### config.mk
export PLATFORM = sky130hd
export DESIGN_NAME = poly_disp_scan
export DESIGN_NICKNAME = d
export VERILOG_FILES = /design/src/rtl/poly_disp_scan.sv
export SDC_FILE = /design/constraint.sdc
export NUM_CORES = 1
export LEC_CHECK = 0
export ABC_AREA = 1
export BUFFER_PORTS_ARGS = -buffer_cell sky130_fd_sc_hd__clkbuf_2
export CORE_ASPECT_RATIO = 2
export CORE_MARGIN = 10
export CORE_UTILIZATION = 58
export CTS_CLUSTER_SIZE = 8
export DETAILED_ROUTE_END_ITERATION = 12
export PLACE_DENSITY = 0.8
export SLEW_MARGIN = 10
export SYNTH_ARGS = -nofsm -noshare
export SYNTH_HDL_FRONTEND = slang
export SYNTH_SLANG_ARGS = --single-unit
### constraint.sdc
create_clock -name clk_sys -period 2.7 [get_ports clk_sys]
set_clock_uncertainty 0.2 [all_clocks]
set_input_delay 0 -clock clk_sys [delete_from_list [all_inputs] [get_ports clk_sys]]
set_output_delay 0 -clock clk_sys [all_outputs]
set_load 0.1 [all_outputs]
### src/rtl/poly_disp_scan.sv
// Poly-voice display packer: scans voice sources over a req/vld handshake into a
// shadow slot buffer, then commits the whole frame to pd_out in a single edge.
module poly_disp_scan #(
  parameter int VOICES      = 8,
  parameter int CHANNELS    = 2,
  parameter int SLOT_W      = 16,
  parameter int NOTE_BASE   = 36,
  parameter int HOLD_FRAMES = 2,
  localparam int SLOTS = VOICES * CHANNELS,
  localparam int PD_W  = SLOTS * SLOT_W,
  localparam int VI_W  = (VOICES > 1) ? $clog2(VOICES) : 1
) (
  input  logic                    clk_sys,
  input  logic                    reset,
  input  logic                    start,
  output logic                    busy,
  output logic                    req,
  output logic [VI_W-1:0]         vidx,
  input  logic                    vld,
  input  logic [CHANNELS-1:0]     note_on_in,
  input  logic [7*CHANNELS-1:0]   note_in,
  output logic                    done,
  output logic [PD_W-1:0]         pd_out
);

  typedef enum logic [1:0] {IDLE, REQ, COMMIT} state_t;

  localparam logic signed [8:0] NOTE_BASE_S = 9'(NOTE_BASE);
  localparam logic [3:0]        HOLD_INIT   = 4'(HOLD_FRAMES);

  state_t              state, state_nxt;
  logic                last_vidx;
  logic [SLOT_W-1:0]   shadow    [SLOTS];
  logic [6:0]          last_note [SLOTS];
  logic [3:0]          hold_cnt  [SLOTS];

  // Notes under the base clamp to offset 0 and raise the below-base flag.
  function automatic logic [SLOT_W-1:0] encode_slot(input logic [6:0] note,
                                                    input logic       on,
                                                    input logic       held);
    logic signed [8:0] diff;
    logic [SLOT_W-1:0] slot;
    diff = $signed({2'b00, note}) - NOTE_BASE_S;
    slot = '0;
    if (diff < 0) slot[10] = 1'b1;
    else          slot[6:0] = diff[6:0];
    slot[9] = on;
    slot[8] = held;
    return slot;
  endfunction

  assign last_vidx = (vidx == VI_W'(VOICES - 1));

  always_comb begin
    state_nxt = state;
    busy      = (state != IDLE);
    req       = (state == REQ);
    case (state)
      IDLE:    if (start) state_nxt = REQ;
      REQ:     if (vld && last_vidx) state_nxt = COMMIT;
      COMMIT:  state_nxt = IDLE;
      default: state_nxt = IDLE;
    endcase
  end

  always_ff @(posedge clk_sys) begin
    if (reset) begin
      state  <= IDLE;
      vidx   <= '0;
      done   <= 1'b0;
      pd_out <= '0;
      for (int s = 0; s < SLOTS; s++) begin
        shadow[s]    <= '0;
        last_note[s] <= '0;
        hold_cnt[s]  <= '0;
      end
    end else begin
      state <= state_nxt;
      done  <= (state == COMMIT);
      case (state)
        IDLE: if (start) vidx <= '0;
        REQ: if (vld) begin
          for (int v = 0; v < VOICES; v++) begin
            if (VI_W'(v) == vidx) begin
              for (int c = 0; c < CHANNELS; c++) begin
                if (note_on_in[c]) begin
                  last_note[v*CHANNELS+c] <= note_in[7*c +: 7];
                  hold_cnt[v*CHANNELS+c]  <= HOLD_INIT;
                  shadow[v*CHANNELS+c]    <= encode_slot(note_in[7*c +: 7], 1'b1, 1'b0);
                end else if (hold_cnt[v*CHANNELS+c] != 4'd0) begin
                  hold_cnt[v*CHANNELS+c]  <= hold_cnt[v*CHANNELS+c] - 4'd1;
                  shadow[v*CHANNELS+c]    <= encode_slot(last_note[v*CHANNELS+c], 1'b0, 1'b1);
                end else begin
                  shadow[v*CHANNELS+c]    <= '0;
                end
              end
            end
          end
          if (!last_vidx) vidx <= vidx + VI_W'(1);
        end
        // Whole frame lands at once so the display never sees a partial scan.
        COMMIT: begin
          for (int s = 0; s < SLOTS; s++) pd_out[s*SLOT_W +: SLOT_W] <= shadow[s];
          vidx <= '0;
        end
        default: ;
      endcase
    end
  end

endmodule
==> flow_metrics.env, run 1 <==
export IMPL_synth_cell_area_um2=22700
export IMPL_wl_per_cell_um=18.8
export IMPL_grt_pass1_wl_mm=95.1
export IMPL_rr_worst_depth=5
export IMPL_synth_cells=2413
export IMPL_gp_congestion=0.952
export IMPL_worstHoldStart="note_in[11]"
export IMPL_critPathRequiredTime_ns=2.78
export IMPL_clock_sinks=502
export IMPL_yosysWarnings=0
export IMPL_run_status="finished clean"
export IMPL_max_clock_freq_mhz=396
export IMPL_utilization_pct=67.8
export IMPL_cp_max_fo=11
export IMPL_hpwlAfterDp_mm=43.8
export IMPL_fin_tns_setup_ns=0
export IMPL_worst_ep_arrival_time_ns=2.60
export IMPL_rrSetupSlack_ns=0.18
export IMPL_instances_no_fill=3229
export IMPL_path_clk_slew_ns=0.06
export IMPL_portBuffers=185
export IMPL_slew_violations=0
export IMPL_post_place_cells=3078
export IMPL_drcViolationCount=0
export IMPL_netlist_top_cell_by_area="edfxtp_1"
export IMPL_setup_viol=0
export IMPL_area_delta_synth_final_pct=15.5
export IMPL_maxCapViolations=0
export IMPL_holdPathEnd="last_note[0][53]$_SDFFCE_PN0P_"
export IMPL_initial_core_util_pct=58.7
export IMPL_die_y_um=300
export IMPL_yosysSeqAreaShare_pct=59.1
export IMPL_p_per_area_nw_per_um2=715
export IMPL_syn_area_per_cell_um2=9.41
export IMPL_grt_pass1_vias=17700
export IMPL_synth_area_top_cells="edfxtp_1 44%, dfxtp_1 15%, nor2_1 8.8%"
export IMPL_hold_viol_final=0
export IMPL_synth_edf_count=336
export IMPL_htree_num_levels=3
export IMPL_critPathKind="reg2reg"
export IMPL_mostFrequentLayoutCells="530 x nor2_1, 336 x edfxtp_1, 330 x nand2_1"
export IMPL_rows=102
export IMPL_async_reset_ff_share_pct=0
export IMPL_core_um2=38700
export IMPL_endpoint_kind="register"
export IMPL_ctsResizeCount=0
export IMPL_ant_nets=0
export IMPL_drive_gt1_share_pct=14.6
export IMPL_synth_seq_cells=502
export IMPL_r2r_start="state[0]$_SDFFE_PP0P_"
export IMPL_synth_top_area_share_pct=44.4
export IMPL_hold_depth=4
export IMPL_die_w_um=160
export IMPL_period_needed_ns=2.52
export IMPL_rr_endpoint="last_note[1][20]$_DFFE_PP_"
export IMPL_grt_max_degree=91
export IMPL_vias=17600
export IMPL_power_total_mw=18.8
export IMPL_critPathLaunchType="register"
export IMPL_clk_latency_ns=0.60
export IMPL_io_pins=282
export IMPL_worstHoldPathType="in2reg"
export IMPL_final_common_cell="nor2_1"
export IMPL_relSlewSlack_pct=27.5
export IMPL_antenna_found_initial=0
export IMPL_viasPerCell=5.44
export IMPL_nets=2712
export IMPL_cts_buffers=72
export IMPL_synthFlopType="edfxtp_1"
export IMPL_drtIter0Drc=1449
export IMPL_worst_pin_slew_ns=1.08
export IMPL_clock_root_buffer="clkbuf_16"
export IMPL_min_period_over_period_pct=93.4
export IMPL_cts_tree="yes"
export IMPL_drt_total_wl_mm=60.6
export IMPL_synthDistinctLibCells=40
export IMPL_grt_overflow_total=0
export IMPL_clock_path_buffers=3
export IMPL_antenna_cells=0
export IMPL_grt_total_usage_pct=24.7
export IMPL_dieArea_um2=48000
export IMPL_rsz0062_at_grt="false"
export IMPL_dr_pass1_iters=6
export IMPL_leakagePower_nw=11.8
export IMPL_ir_drop_mv=0.553
-- state kept, by name (all words and copies together), names as in the netlist --
signal	cells
pd_out	160
shadow	160
last_note	112
hold_cnt	64
vidx	3
state	2
done	1
-- cell usage after synthesis (7+ instances only) --
master    count
a21boi_0     12
a21oi_1     100
a21oi_2       7
buf_2        18
buf_4       102
clkbuf_1     54
dfxtp_1     166
edfxtp_1    336
ha_1         40
inv_1       185
inv_2        15
nand2_1     330
nand3_1     157
nand3_2       7
nand3b_1     11
nor2_1      530
nor2_4       15
nor3_1        8
o21ai_0     214
or2_2        17
xnor2_1      11
xor2_1       36
-- timing repair --
item | 4_1_cts | 5_1_grt
hold endpoints to repair | 188 | 0
hold buffers | 20 | 0
setup buffers | 0 | 0
-- logic make-up after synthesis --
kind of cell,after synthesis,share of synthesized area [%]
xor gates and xnor gates,47,1.81
AOI/OAI and AO/OA,346,7.93
DFF,502,59.1
buffers and inverters,383,8.24
other,1,0.0165
adders and majority gates,40,2.20
and+or+nand+nor,1094,20.7
-- through the flow --
stage / instance area [um2] / setup WS, ns / hold WS, ns
4_1_cts: 26200 / 0.204 / 0.135
3_3_place_gp: 23900 / 0.256 / 0.124
3_5_place_dp: 23900 / 0.204 / 0.121
5_1_grt: 26200 / 0.0619 / 0.186
6_report: 26200 / 0.177 / 0.148
2_1_floorplan: 23100 / 0.279 / -0.0349
-- worst max-delay path, cell delays in order, from the launching register on --
cell and delay [ns]:
dfxtp_1 0.50, nand2_4 0.29, nor3_4 0.48, buf_4 0.24
nand3_1 0.18, nand2_1 0.29
-- worst max path at each step --
stage / start / to / slack (ns) / cells after the start
global route: state[0]$_SDFFE_PP0P_ / hold_cnt[0][1]$_SDFFCE_PN0P_ / 0.06 / 6
finish: state[0]$_SDFFE_PP0P_ / last_note[1][20]$_DFFE_PP_ / 0.18 / 5
CTS: vidx[1]$_SDFFE_PP0P_ / shadow[0][33]$_SDFFCE_PP0P_ / 0.20 / 8
global placement: vidx[1]$_SDFFE_PP0P_ / shadow[0][35]$_SDFFCE_PP0P_ / 0.26 / 8
floorplan: vidx[2]$_SDFFE_PP0P_ / shadow[0][60]$_SDFFCE_PP0P_ / 0.28 / 7
detailed placement: vidx[1]$_SDFFE_PP0P_ / shadow[0][34]$_SDFFCE_PP0P_ / 0.20 / 8
-- where the power goes --
part	switching (mW)	internal, mW
sequential	0.132	8.49
clock	3.29	5.07
combinational	1.47	0.316
total	4.89	13.9
-- layer usage --
layer / wire length (um) / track usage [%]
met1: 21500 / 26.2
met2: 30200 / 43.3
met3: 5520 / 6.47
met4: 3490 / 14.5
met5: 0 / 0
-- cell type report --
| cell class | instances | area [um2] |
|---|---|---|
| Sequential cell | 502 | 13400 |
| Fill cell | 2998 | 12400 |
| Timing Repair Buffer | 250 | 1500 |
| Clock buffer | 124 | 2020 |
| Tap cell | 520 | 651 |
| Inverter | 203 | 771 |
| Multi-Input combinational cell | 1623 | 7790 |
| Clock inverter | 7 | 82.6 |
No activity file was read; power rests on OpenSTA's default activity.
==> run 2, diff against run 1 <==
- PLACE_DENSITY: 0.8 -> 0.83
- SLEW_MARGIN: 10 -> 20
==> run 2 against run 1 <==
Via count grew 1.6%. Critical path type unchanged. Setup slack gained 0.040 ns. Core utilization is essentially flat. Sequential share of layout area is essentially flat. Global-route usage grew 0.47 points. Hold slack gained 0.023 ns. Cell area is essentially flat. Wire length grew 2.3%. Combinational power is essentially flat. Critical endpoint is now last_note[1][19]$_DFFE_PP_. Non-clock buffer count shrank 8. Cell count shrank 0.19%.
==> flow_metrics.env, run 2 (same netlist as run 1, synthesis figures left out) <==
export IMPL_biggestRegsByFlops="pd_out: 160 flops, shadow: 160 flops, last_note: 112 flops"
export IMPL_vias=17800
export IMPL_maxCapViolations=0
export IMPL_drive_gt1_share_pct=14.3
export IMPL_whs_ns=0.170
export IMPL_clock_root_buffer="clkbuf_16"
export IMPL_rsz0062_at_grt="false"
export IMPL_min_period_over_period_pct=91.9
export IMPL_power_total_mw=18.9
export IMPL_cts_tree="yes"
export IMPL_final_common_cell="nor2_1"
export IMPL_nets=2704
export IMPL_dr_pass1_iters=6
export IMPL_grt_pass1_wl_mm=96.6
export IMPL_max_clock_freq_mhz=403
export IMPL_clock_path_buffers=3
export IMPL_clk_latency_ns=0.60
export IMPL_final_area_um2=26200
export IMPL_endpoint_kind="register"
export IMPL_die_w_um=160
export IMPL_hpwlAfterDp_mm=43.2
export IMPL_portBuffers=185
export IMPL_p_per_area_nw_per_um2=721
export IMPL_critPathKind="reg2reg"
export IMPL_die_y_um=300
export IMPL_cts_buffers=72
export IMPL_drcViolationCount=0
export IMPL_worst_ep_arrival_time_ns=2.54
export IMPL_wl_per_cell_um=19.2
export IMPL_hold_viol_final=0
export IMPL_place_area_um2=23900
export IMPL_antenna_found_initial=2
export IMPL_viasPerCell=5.54
export IMPL_core_um2=38700
export IMPL_cp_slowest_stage_delay_ns=0.47
export IMPL_grt_total_usage_pct=25.1
export IMPL_area_delta_synth_final_pct=15.5
export IMPL_utilization_pct=67.8
export IMPL_crit_buf_inv=1
export IMPL_path_clk_slew_ns=0.05
export IMPL_clock_sinks=502
export IMPL_drtIter0Drc=1398
export IMPL_fin_tns_setup_ns=0
export IMPL_run_status="finished clean"
export IMPL_grt_overflow_total=0
export IMPL_slowest_stage="dfxtp_1"
export IMPL_grt_max_degree=161
export IMPL_relSlewSlack_pct=37.7
export IMPL_ant_nets=0
export IMPL_slew_violations=0
export IMPL_worst_pin_slew_ns=0.928
export IMPL_crit_chain="nand2_4 -> nor3_4 -> buf_4 -> nand3_1 -> nand2_1"
export IMPL_setup_viol=0
export IMPL_cpLargestDelayFamily="simple AND/OR/NAND/NOR gates"
export IMPL_dieArea_um2=48000
export IMPL_drt_total_wl_mm=62.0
export IMPL_htree_num_levels=3
export IMPL_critPathRequiredTime_ns=2.76
export IMPL_mostFrequentLayoutCells="529 x nor2_1, 336 x edfxtp_1, 330 x nand2_1"
export IMPL_gp_congestion=0.958
export IMPL_rows=102
export IMPL_cp_max_fo=11
export IMPL_io_pins=282
export IMPL_initial_core_util_pct=58.7
export IMPL_leakagePower_nw=11.8
export IMPL_period_needed_ns=2.48
export IMPL_critPathLaunchType="register"
export IMPL_worstHoldPathType="in2reg"
export IMPL_ir_drop_mv=0.632
export IMPL_cts_setup_buffers=0
export IMPL_grt_pass1_vias=17900
==> run 2: cell count changes in the layout (fill, tap and decap cells not counted) <==
cell           before  now
buf_12              3    4
buf_4              42   32
clkbuf_1           51   52
clkbuf_16          73   76
clkbuf_8            0    1
clkinv_1            2    1
clkinv_8            2    1
diode_2             0    2
dlygate4sd3_1      20   21
inv_16              1    0
inv_6               3    1
nor2_1            530  529
nor2_2              5    6
==> run 2: area by class of cell <==
type / count / area [um2]
diodes: 2 / 5.00
clock buffers: 129 / 2110
clock inverters: 2 / 25.0
fillers: 2913 / 12400
inverters: 203 / 771
multi-input cells: 1623 / 7790
flip-flops and latches: 502 / 13400
well taps: 520 / 651
repair buffers: 242 / 1460
==> run 2: path summary, 6_finish.rpt <==
path	startpoint	endpoint	slack (ns)	depth (start not counted)
setup / recovery	state[0]$_SDFFE_PP0P_	last_note[1][19]$_DFFE_PP_	0.22	5
hold / removal	note_in[3]	last_note[0][45]$_SDFFCE_PN0P_	0.17	4
setup reg to reg	state[0]$_SDFFE_PP0P_	last_note[1][19]$_DFFE_PP_	0.22	5
hold reg to reg	shadow[1][48]$_SDFFCE_PP0P_	pd_out[201]$_SDFFE_PP0P_	0.27	2
==> run 2: repair_timing <==
| action | CTS | global route |
|---|---|---|
| gates resized for setup | 0 | 1 |
| hold endpoints to repair | 200 | 0 |
| hold buffers | 21 | 0 |
| endpoints found under the setup margin | 0 | 1 |
==> run 2: per-stage QoR <==
step / worst slack, ns / instances
6_report: 0.217 / 3223
5_1_grt: 0.00633 / 3223
4_1_cts: 0.216 / 3221
3_5_place_dp: 0.238 / 3069
3_3_place_gp: 0.335 / 3069
2_1_floorplan: 0.279 / 2508
==> run 2: metal layers <==
metal | share of wire (%) | routed length (um) | vias to the layer above | global-route usage (%)
li1 | - | - | 8263 | -
met1 | 34 | 21200 | 8311 | 26.4
met2 | 50 | 30900 | 1018 | 43.7
met3 | 9.9 | 6140 | 250 | 6.97
met4 | 6.1 | 3760 | 0 | 15.7
met5 | 0 | 0 | - | 0
==> run 2: where the power goes <==
group	internal (mW)	total, mW	switching, mW
registers	8.49	8.63	0.140
logic	0.310	1.78	1.47
clock network	5.24	8.49	3.25
==> run 2: tightest hold or removal path: stages <==
cell and delay, ns:
dlygate4sd3_1 0.52, clkbuf_2 0.14, inv_1 0.08, nor2_1 0.10
